**config.mk**
```make
export PLATFORM = sky130hd
export DESIGN_NAME = uart_tx_arbiter_flat
export DESIGN_NICKNAME = d
export VERILOG_FILES = /design/src/rtl/uart_tx_arbiter_if.sv /design/src/rtl/uart_tx_arbiter.sv /design/src/flat_wrapper.sv
export SDC_FILE = /design/constraint.sdc
export NUM_CORES = 1
export LEC_CHECK = 0
export CORE_ASPECT_RATIO = 0.8
export CORE_UTILIZATION = 40
export DETAILED_ROUTE_END_ITERATION = 10
export PLACE_DENSITY = 0.76
export SYNTH_ARGS = -nofsm -noshare
export SYNTH_HDL_FRONTEND = slang
export SYNTH_SLANG_ARGS = --single-unit
```
**constraint.sdc**
```tcl
create_clock -name clk -period 4.27 [get_ports clk]
set_input_delay 0.854 -clock clk [delete_from_list [all_inputs] [get_ports clk]]
set_output_delay 0.854 -clock clk [all_outputs]
set_load 0.03 [all_outputs]
```
**src/rtl/uart_tx_arbiter_if.sv**
```systemverilog
// uart_tx_arbiter_if
//   Bundles the requester handshake, the arbiter status outputs and the
//   uart_TX launch/feedback signals that connect to uart_tx_arbiter.
// Parameters
//   NUM_REQ      number of byte sources (1..16)
// Signals
//   req_valid    [NUM_REQ]    per-requester byte valid
//   req_data     [8*NUM_REQ]  requester i byte at [8*i+7:8*i]
//   req_ready    [NUM_REQ]    one-cycle one-hot accept pulse
//   grant_id     [IDW]        index of current/last winner
//   busy                      arbiter is not idle
//   err_timeout               one-cycle pulse when the watchdog aborts a frame
//   tx_data      [8]          byte to uart_TX dataTX
//   tx_valid                  one-cycle launch pulse to uart_TX dataTXValid
//   tx_active                 uart_TX activeTX status
//   tx_done                   uart_TX doneTX pulse at the end of the stop bit
// Modports
//   master  client/uart side: drives requests and uart_TX feedback
//   slave   the arbiter itself
interface uart_tx_arbiter_if #(
  parameter int NUM_REQ = 4
);
  localparam int IDW = (NUM_REQ > 1) ? $clog2(NUM_REQ) : 1;

  logic [NUM_REQ-1:0]   req_valid;
  logic [8*NUM_REQ-1:0] req_data;
  logic [NUM_REQ-1:0]   req_ready;
  logic [IDW-1:0]       grant_id;
  logic                 busy;
  logic                 err_timeout;
  logic [7:0]           tx_data;
  logic                 tx_valid;
  logic                 tx_active;
  logic                 tx_done;

  modport master (
    output req_valid, req_data, tx_active, tx_done,
    input  req_ready, grant_id, busy, err_timeout, tx_data, tx_valid
  );

  modport slave (
    input  req_valid, req_data, tx_active, tx_done,
    output req_ready, grant_id, busy, err_timeout, tx_data, tx_valid
  );
endinterface

```
**src/rtl/uart_tx_arbiter.sv**
```systemverilog
// uart_tx_arbiter
//   Shares one uart_TX instance between NUM_REQ byte sources using strict
//   round-robin arbitration. A granted byte is launched on tx_data/tx_valid,
//   the arbiter then waits for tx_done (guarded by a watchdog), spends one
//   guard cycle so uart_TX can settle, and returns to idle.
// Parameters
//   NUM_REQ       number of requesters, 1..16
//   CLKS_PER_BIT  uart_TX bit period in clk cycles
//   TIMEOUT_CLKS  max cycles spent waiting for tx_done before abort
// Ports
//   clk           system clock, rising edge
//   rst           asynchronous active-high reset
//   bus           uart_tx_arbiter_if.slave (requests, status, uart_TX link)
// Optional feature
//   UART_ARB_ID_HDR_EN  when defined, every granted byte is preceded by a
//                       header byte {4'hA, grant_id zero-padded to 4 bits};
//                       req_ready is only issued with the data frame.
//                       Undefined (default): one data frame per grant.
module uart_tx_arbiter #(
  parameter int NUM_REQ      = 4,
  parameter int CLKS_PER_BIT = 87,
  parameter int TIMEOUT_CLKS = 12 * CLKS_PER_BIT
) (
  input logic              clk,
  input logic              rst,
  uart_tx_arbiter_if.slave bus
);

  localparam int IDW = (NUM_REQ > 1) ? $clog2(NUM_REQ) : 1;

  // A watchdog shorter than one full 10-bit frame plus handshake slack would
  // abort healthy frames, so the limit never drops below that floor.
  localparam int MIN_TIMEOUT = 10 * CLKS_PER_BIT + 2;
  localparam int WD_LIMIT    = (TIMEOUT_CLKS < MIN_TIMEOUT) ? MIN_TIMEOUT : TIMEOUT_CLKS;
  localparam int WDW         = $clog2(WD_LIMIT);
  localparam logic [WDW-1:0] WD_LAST = WDW'(WD_LIMIT - 1);

  typedef enum logic [2:0] {
    IDLE,
    LOAD,
    WAIT,
`ifdef UART_ARB_ID_HDR_EN
    HWAIT,
    HGUARD,
    DLOAD,
`endif
    GUARD
  } state_t;

  state_t               state;
  state_t               state_next;
  logic [IDW-1:0]       rr_ptr;
  logic [IDW-1:0]       rr_ptr_next;
  logic [IDW-1:0]       grant_id_q;
  logic [IDW-1:0]       grant_id_next;
  logic [WDW-1:0]       wd_cnt;
  logic [WDW-1:0]       wd_next;
  logic [7:0]           tx_data_q;
  logic [7:0]           tx_data_next;
  logic                 tx_valid_q;
  logic                 tx_valid_next;
  logic [NUM_REQ-1:0]   req_ready_q;
  logic [NUM_REQ-1:0]   req_ready_next;
  logic                 err_q;
  logic                 err_next;
  logic                 busy_q;

  logic [IDW-1:0]       winner;
  logic                 found;
  int                   idx;
  logic [IDW-1:0]       ptr_after;
  logic [NUM_REQ-1:0]   ready_onehot;
  logic [7:0]           sel_data;
  logic                 wd_expired;

  // Round-robin scan: the first valid requester starting at rr_ptr and
  // wrapping modulo NUM_REQ wins.
  always_comb begin
    winner = rr_ptr;
    found  = 1'b0;
    idx    = 0;
    for (int i = 0; i < NUM_REQ; i++) begin
      idx = int'(rr_ptr) + i;
      if (idx >= NUM_REQ) begin
        idx = idx - NUM_REQ;
      end
      if (!found && bus.req_valid[idx]) begin
        winner = IDW'(idx);
        found  = 1'b1;
      end
    end
  end

  // Helpers derived from the stored winner: pointer after it, its one-hot
  // accept vector and its data lane.
  always_comb begin
    ptr_after = (grant_id_q == IDW'(NUM_REQ - 1)) ? '0 : grant_id_q + 1'b1;
    for (int i = 0; i < NUM_REQ; i++) begin
      ready_onehot[i] = (grant_id_q == IDW'(i));
    end
    sel_data   = bus.req_data[8*int'(grant_id_q) +: 8];
    wd_expired = (wd_cnt == WD_LAST);
  end

  // Next-state and registered-output logic. tx_valid, req_ready and
  // err_timeout are pulses, so they default low every cycle; tx_data and
  // grant_id hold their values until explicitly reloaded.
  always_comb begin
    state_next     = state;
    rr_ptr_next    = rr_ptr;
    grant_id_next  = grant_id_q;
    wd_next        = '0;
    tx_data_next   = tx_data_q;
    tx_valid_next  = 1'b0;
    req_ready_next = '0;
    err_next       = 1'b0;

    case (state)
      IDLE: begin
        if (found) begin
          grant_id_next = winner;
          state_next    = LOAD;
        end
      end

      LOAD: begin
`ifdef UART_ARB_ID_HDR_EN
        tx_data_next  = {4'hA, 4'(grant_id_q)};
        tx_valid_next = 1'b1;
        state_next    = HWAIT;
`else
        tx_data_next   = sel_data;
        tx_valid_next  = 1'b1;
        req_ready_next = ready_onehot;
        rr_ptr_next    = ptr_after;
        state_next     = WAIT;
`endif
      end

`ifdef UART_ARB_ID_HDR_EN
      // Header frame: a timeout here drops the whole grant, so the
      // requester keeps its byte and rr_ptr is left unchanged.
      HWAIT: begin
        if (bus.tx_done) begin
          state_next = HGUARD;
        end else if (wd_expired) begin
          err_next   = 1'b1;
          state_next = IDLE;
        end else begin
          wd_next = wd_cnt + 1'b1;
        end
      end

      HGUARD: begin
        state_next = DLOAD;
      end

      DLOAD: begin
        tx_data_next   = sel_data;
        tx_valid_next  = 1'b1;
        req_ready_next = ready_onehot;
        rr_ptr_next    = ptr_after;
        state_next     = WAIT;
      end
`endif

      // tx_done is checked before the watchdog so a completion arriving on
      // the final allowed cycle is not reported as an error.
      WAIT: begin
        if (bus.tx_done) begin
          state_next = GUARD;
        end else if (wd_expired) begin
          err_next   = 1'b1;
          state_next = IDLE;
        end else begin
          wd_next = wd_cnt + 1'b1;
        end
      end

      GUARD: begin
        state_next = IDLE;
      end

      default: begin
        state_next = IDLE;
      end
    endcase
  end

  // State and output registers. busy follows the state being entered so it
  // is registered yet still matches the state on every cycle.
  always_ff @(posedge clk or posedge rst) begin
    if (rst) begin
      state       <= IDLE;
      rr_ptr      <= '0;
      grant_id_q  <= '0;
      wd_cnt      <= '0;
      tx_data_q   <= 8'h00;
      tx_valid_q  <= 1'b0;
      req_ready_q <= '0;
      err_q       <= 1'b0;
      busy_q      <= 1'b0;
    end else begin
      state       <= state_next;
      rr_ptr      <= rr_ptr_next;
      grant_id_q  <= grant_id_next;
      wd_cnt      <= wd_next;
      tx_data_q   <= tx_data_next;
      tx_valid_q  <= tx_valid_next;
      req_ready_q <= req_ready_next;
      err_q       <= err_next;
      busy_q      <= (state_next != IDLE);
    end
  end

  assign bus.req_ready   = req_ready_q;
  assign bus.grant_id    = grant_id_q;
  assign bus.busy        = busy_q;
  assign bus.err_timeout = err_q;
  assign bus.tx_data     = tx_data_q;
  assign bus.tx_valid    = tx_valid_q;

endmodule
```
**src/flat_wrapper.sv**
```systemverilog
// flat-port wrapper written by rule: the top's interface ports become plain ports
module uart_tx_arbiter_flat 
#(
  parameter int NUM_REQ      = 4,
  parameter int CLKS_PER_BIT = 87,
  parameter int TIMEOUT_CLKS = 12 * CLKS_PER_BIT
)
  (clk, rst, bus_req_valid, bus_req_data, bus_tx_active, bus_tx_done, bus_req_ready, bus_grant_id, bus_busy, bus_err_timeout, bus_tx_data, bus_tx_valid);
  uart_tx_arbiter_if #(.NUM_REQ(NUM_REQ)) bus_i ();
  input logic clk;
  input logic rst;
  input wire logic [$bits(bus_i.req_valid)-1:0] bus_req_valid;
  input wire logic [$bits(bus_i.req_data)-1:0] bus_req_data;
  input wire logic [$bits(bus_i.tx_active)-1:0] bus_tx_active;
  input wire logic [$bits(bus_i.tx_done)-1:0] bus_tx_done;
  output wire logic [$bits(bus_i.req_ready)-1:0] bus_req_ready;
  output wire logic [$bits(bus_i.grant_id)-1:0] bus_grant_id;
  output wire logic [$bits(bus_i.busy)-1:0] bus_busy;
  output wire logic [$bits(bus_i.err_timeout)-1:0] bus_err_timeout;
  output wire logic [$bits(bus_i.tx_data)-1:0] bus_tx_data;
  output wire logic [$bits(bus_i.tx_valid)-1:0] bus_tx_valid;
  assign bus_i.req_valid = bus_req_valid;
  assign bus_i.req_data = bus_req_data;
  assign bus_i.tx_active = bus_tx_active;
  assign bus_i.tx_done = bus_tx_done;
  assign bus_req_ready = bus_i.req_ready;
  assign bus_grant_id = bus_i.grant_id;
  assign bus_busy = bus_i.busy;
  assign bus_err_timeout = bus_i.err_timeout;
  assign bus_tx_data = bus_i.tx_data;
  assign bus_tx_valid = bus_i.tx_valid;
  uart_tx_arbiter #(.NUM_REQ(NUM_REQ), .CLKS_PER_BIT(CLKS_PER_BIT), .TIMEOUT_CLKS(TIMEOUT_CLKS)) u_core (.clk(clk), .rst(rst), .bus(bus_i));
endmodule
```
==> results.tsv <==
metric	value	unit
port_buffers	55	
rsz0062_at_grt	no	
track_usage	17.9	%
grt_pass1_wl	5.75	mm
path_class	flip-flop to output port	
antenna_found_initial	0	
synthXorXnorAreaFrac	4.63	%
pwr_density_cell	476	mW/mm^2
grt_max_degree	34	
path_clk_slew	0.07	ns
finalSetupViolCount	0	
ir_drop	0.176	mV
insertedDiodeCount	0	
avgSynthCellArea	11.5	um^2
clk_latency	0.29	ns
fin_worst_skew	0.00903	ns
wl_per_cell	14.0	um
dieWidth	74.9	um
grt_pass1_vias	1255	
yosys.area_share.simple	17.1	%
final_antenna_net_count	0	
initial_core_util	43.3	%
nets	252	
busiest_layer	met2	
die_area	0.00452	mm^2
hold_viol	0	
core	0.00393	mm^2
setup_tns	0	ns
slowest_delay	0.80	ns
finalWeightedCongestion	0.879	
grt-ovfl-total	0	
use_met2	28.4	%
synth_area_leaders	dfrtp_1 49%, mux4_2 11%, mux2_2 6.0%	
yosysSeqAreaShare	48.5	%
worstPathCellList	clkdlybuf4s50_1	
numCtsBuffers	5	
final.min_clock_period	2.71	ns
clock-root-buffer	clkbuf_8	
critPathCaptureType	output port	
synth_warnings	0	
status	complete, no violations	
cts_hold_buffers	0	
ctsResizeCount	0	
synth_top_family_by_area	simple AND/OR/NAND/NOR gates	
final_area	0.00238	mm^2
totalPowerFinal	1.13	mW
fmax	369	MHz
use_met1	21.2	%
drtIter0Drc	76	
syn_nets	193	
tritoncts	built	
worst_pin_slew	0.664	ns
drt-pass1-iter-count	4	
drive_above_1_share	13.0	%
drv_slew	0	
period_share	63.5	%
holdCritPathClass	flip-flop to flip-flop	
dpl_cell_area	0.00230	mm^2
dpl.hpwl	2.70	mm
cts_setup_buffers	0	
use_met3	8.31	%
syn_area	0.00170	mm^2
maxSlewHeadroom	55.7	%
final_common_cell	clkdlybuf4s50_1	
ys_seq_elements	33	
reg2reg_slack	2.51	ns
multiInputGateArea	817	um^2
regArea	826	um^2
final_cell_mix	55 x clkdlybuf4s50_1, 33 x dfrtp_1, 17 x nor2_1	
arrival	1.86	ns
holdWs	0.490	ns
clockBufferDepth	2	
crit_path_start_kind	flip-flop	
n_fill_cell	322	
slowest_stage	clkdlybuf4s50_1	
syn-instance-count	148	
synthAdderAreaFrac	3.68	%
synthMuxAreaShare	16.5	%
crit_required	3.42	ns
cap_viol_max_count	0	
routed_via_density	5.08	
p_leak	0.955	nW
wl	3.69	mm
h-tree-depth	2	
crit_fanout	14	
dr_total_vias	1335	
yosysTopAreaCell	dfrtp_1	
yosys.area.top_type_share	48.5	%
yosysUniqueCellTypes	34	
cp.buffers_inverters	1	
drc	0	
area_growth	40.0	%
worst_path_dominant_cell_family	buffers and inverters	
fp.dieH	60.3	um
synth_compound_area_share	5.81	%
row_count	20	
io_pins	57	
clock_sinks	33	
==> registers in the layout, indices dropped and copies added, names as in the netlist <==
register,count
u_core.wd_cnt,11
u_core.bus.tx_data,8
u_core.bus.req_ready,4
u_core.bus.busy,1
u_core.bus.grant_id,2
u_core.rr_ptr,2
u_core.bus.tx_valid,1
u_core.bus.err_timeout,1
u_core.state,3
==> cell usage after synthesis <==
master	count
dfrtp_1	33
nor2_1	17
mux2_2	9
inv_1	8
mux4_2	8
nand2_1	8
a21oi_1	6
o21ai_0	6
ha_1	5
xnor2_1	5
and2_1	4
nand4_1	4
nor2b_1	4
xor2_1	4
nand3_1	3
buf_2	2
nor3_1	2
nor4_1	2
nor4bb_1	2
o221ai_1	2
and4_1	1
buf_4	1
buf_6	1
conb_1	1
nand2b_1	1
nand3b_1	1
nor2_2	1
nor2_4	1
nor4b_1	1
o21ai_1	1
o21bai_1	1
o22a_1	1
or3b_1	1
or4_1	1
==> power breakdown <==
| part | total [mW] | leakage (nW) | internal, mW | switching, mW |
|---|---|---|---|---|
| sequential | 0.459 | 0.431 | 0.375 | 0.0839 |
| clock | 0.219 | 0.0450 | 0.113 | 0.107 |
| combinational | 0.457 | 0.479 | 0.247 | 0.209 |
| total | 1.13 | 0.955 | 0.735 | 0.400 |
==> logic make-up (layout without fill, tap and decap cells) <==
family	after synthesis	in the layout
buffers and inverters	12	72
other	1	1
and+or+nand+nor	54	54
DFF	33	33
xor gates and xnor gates	9	9
adders and majority gates	5	5
muxes	17	17
AOI/OAI and AO/OA	17	17
==> through the flow <==
stage	setup slack, ns	utilization (%)	instances
CTS	1.51	60.6	263
global route	1.42	60.6	263
finish	1.56	60.6	263
detailed placement	1.83	58.5	255
floorplan	2.51	-	148
global placement	1.85	58.5	255
==> final timing paths <==
check,startpoint,endpoint,cells past startpoint
setup / recovery,u_core.bus.grant_id[0],bus_grant_id[0],1
hold / removal,u_core.wd_cnt[0],u_core.wd_cnt[0],1
setup reg to reg,u_core.bus.grant_id[0],u_core.bus.tx_data[3],2
hold reg to reg,u_core.wd_cnt[0],u_core.wd_cnt[0],1
max in group asynchronous,rst,u_core.wd_cnt[0],3
min in group asynchronous,rst,u_core.bus.tx_data[4],3
==> area by class of cell <==
class                   instances  share of cell area [%]
clock inverters                 2                   0.420
well taps                      55                    2.89
flip-flops and latches         33                    34.7
inverters                       8                    1.26
clock buffers                   6                    3.05
repair buffers                 56                    23.4
multi-input cells             103                    34.3
==> metal layers <==
layer  routed length [um]  vias to the layer above  share of wire (%)
met2                 1720                       62                 47
met1                 1520                      633                 41
met3                  417                        2                 11
met5                    0                        -                  0
met4                   30                        0               0.81
li1                     -                      638                  -
Note: power is estimated with default switching activity, not from simulation.
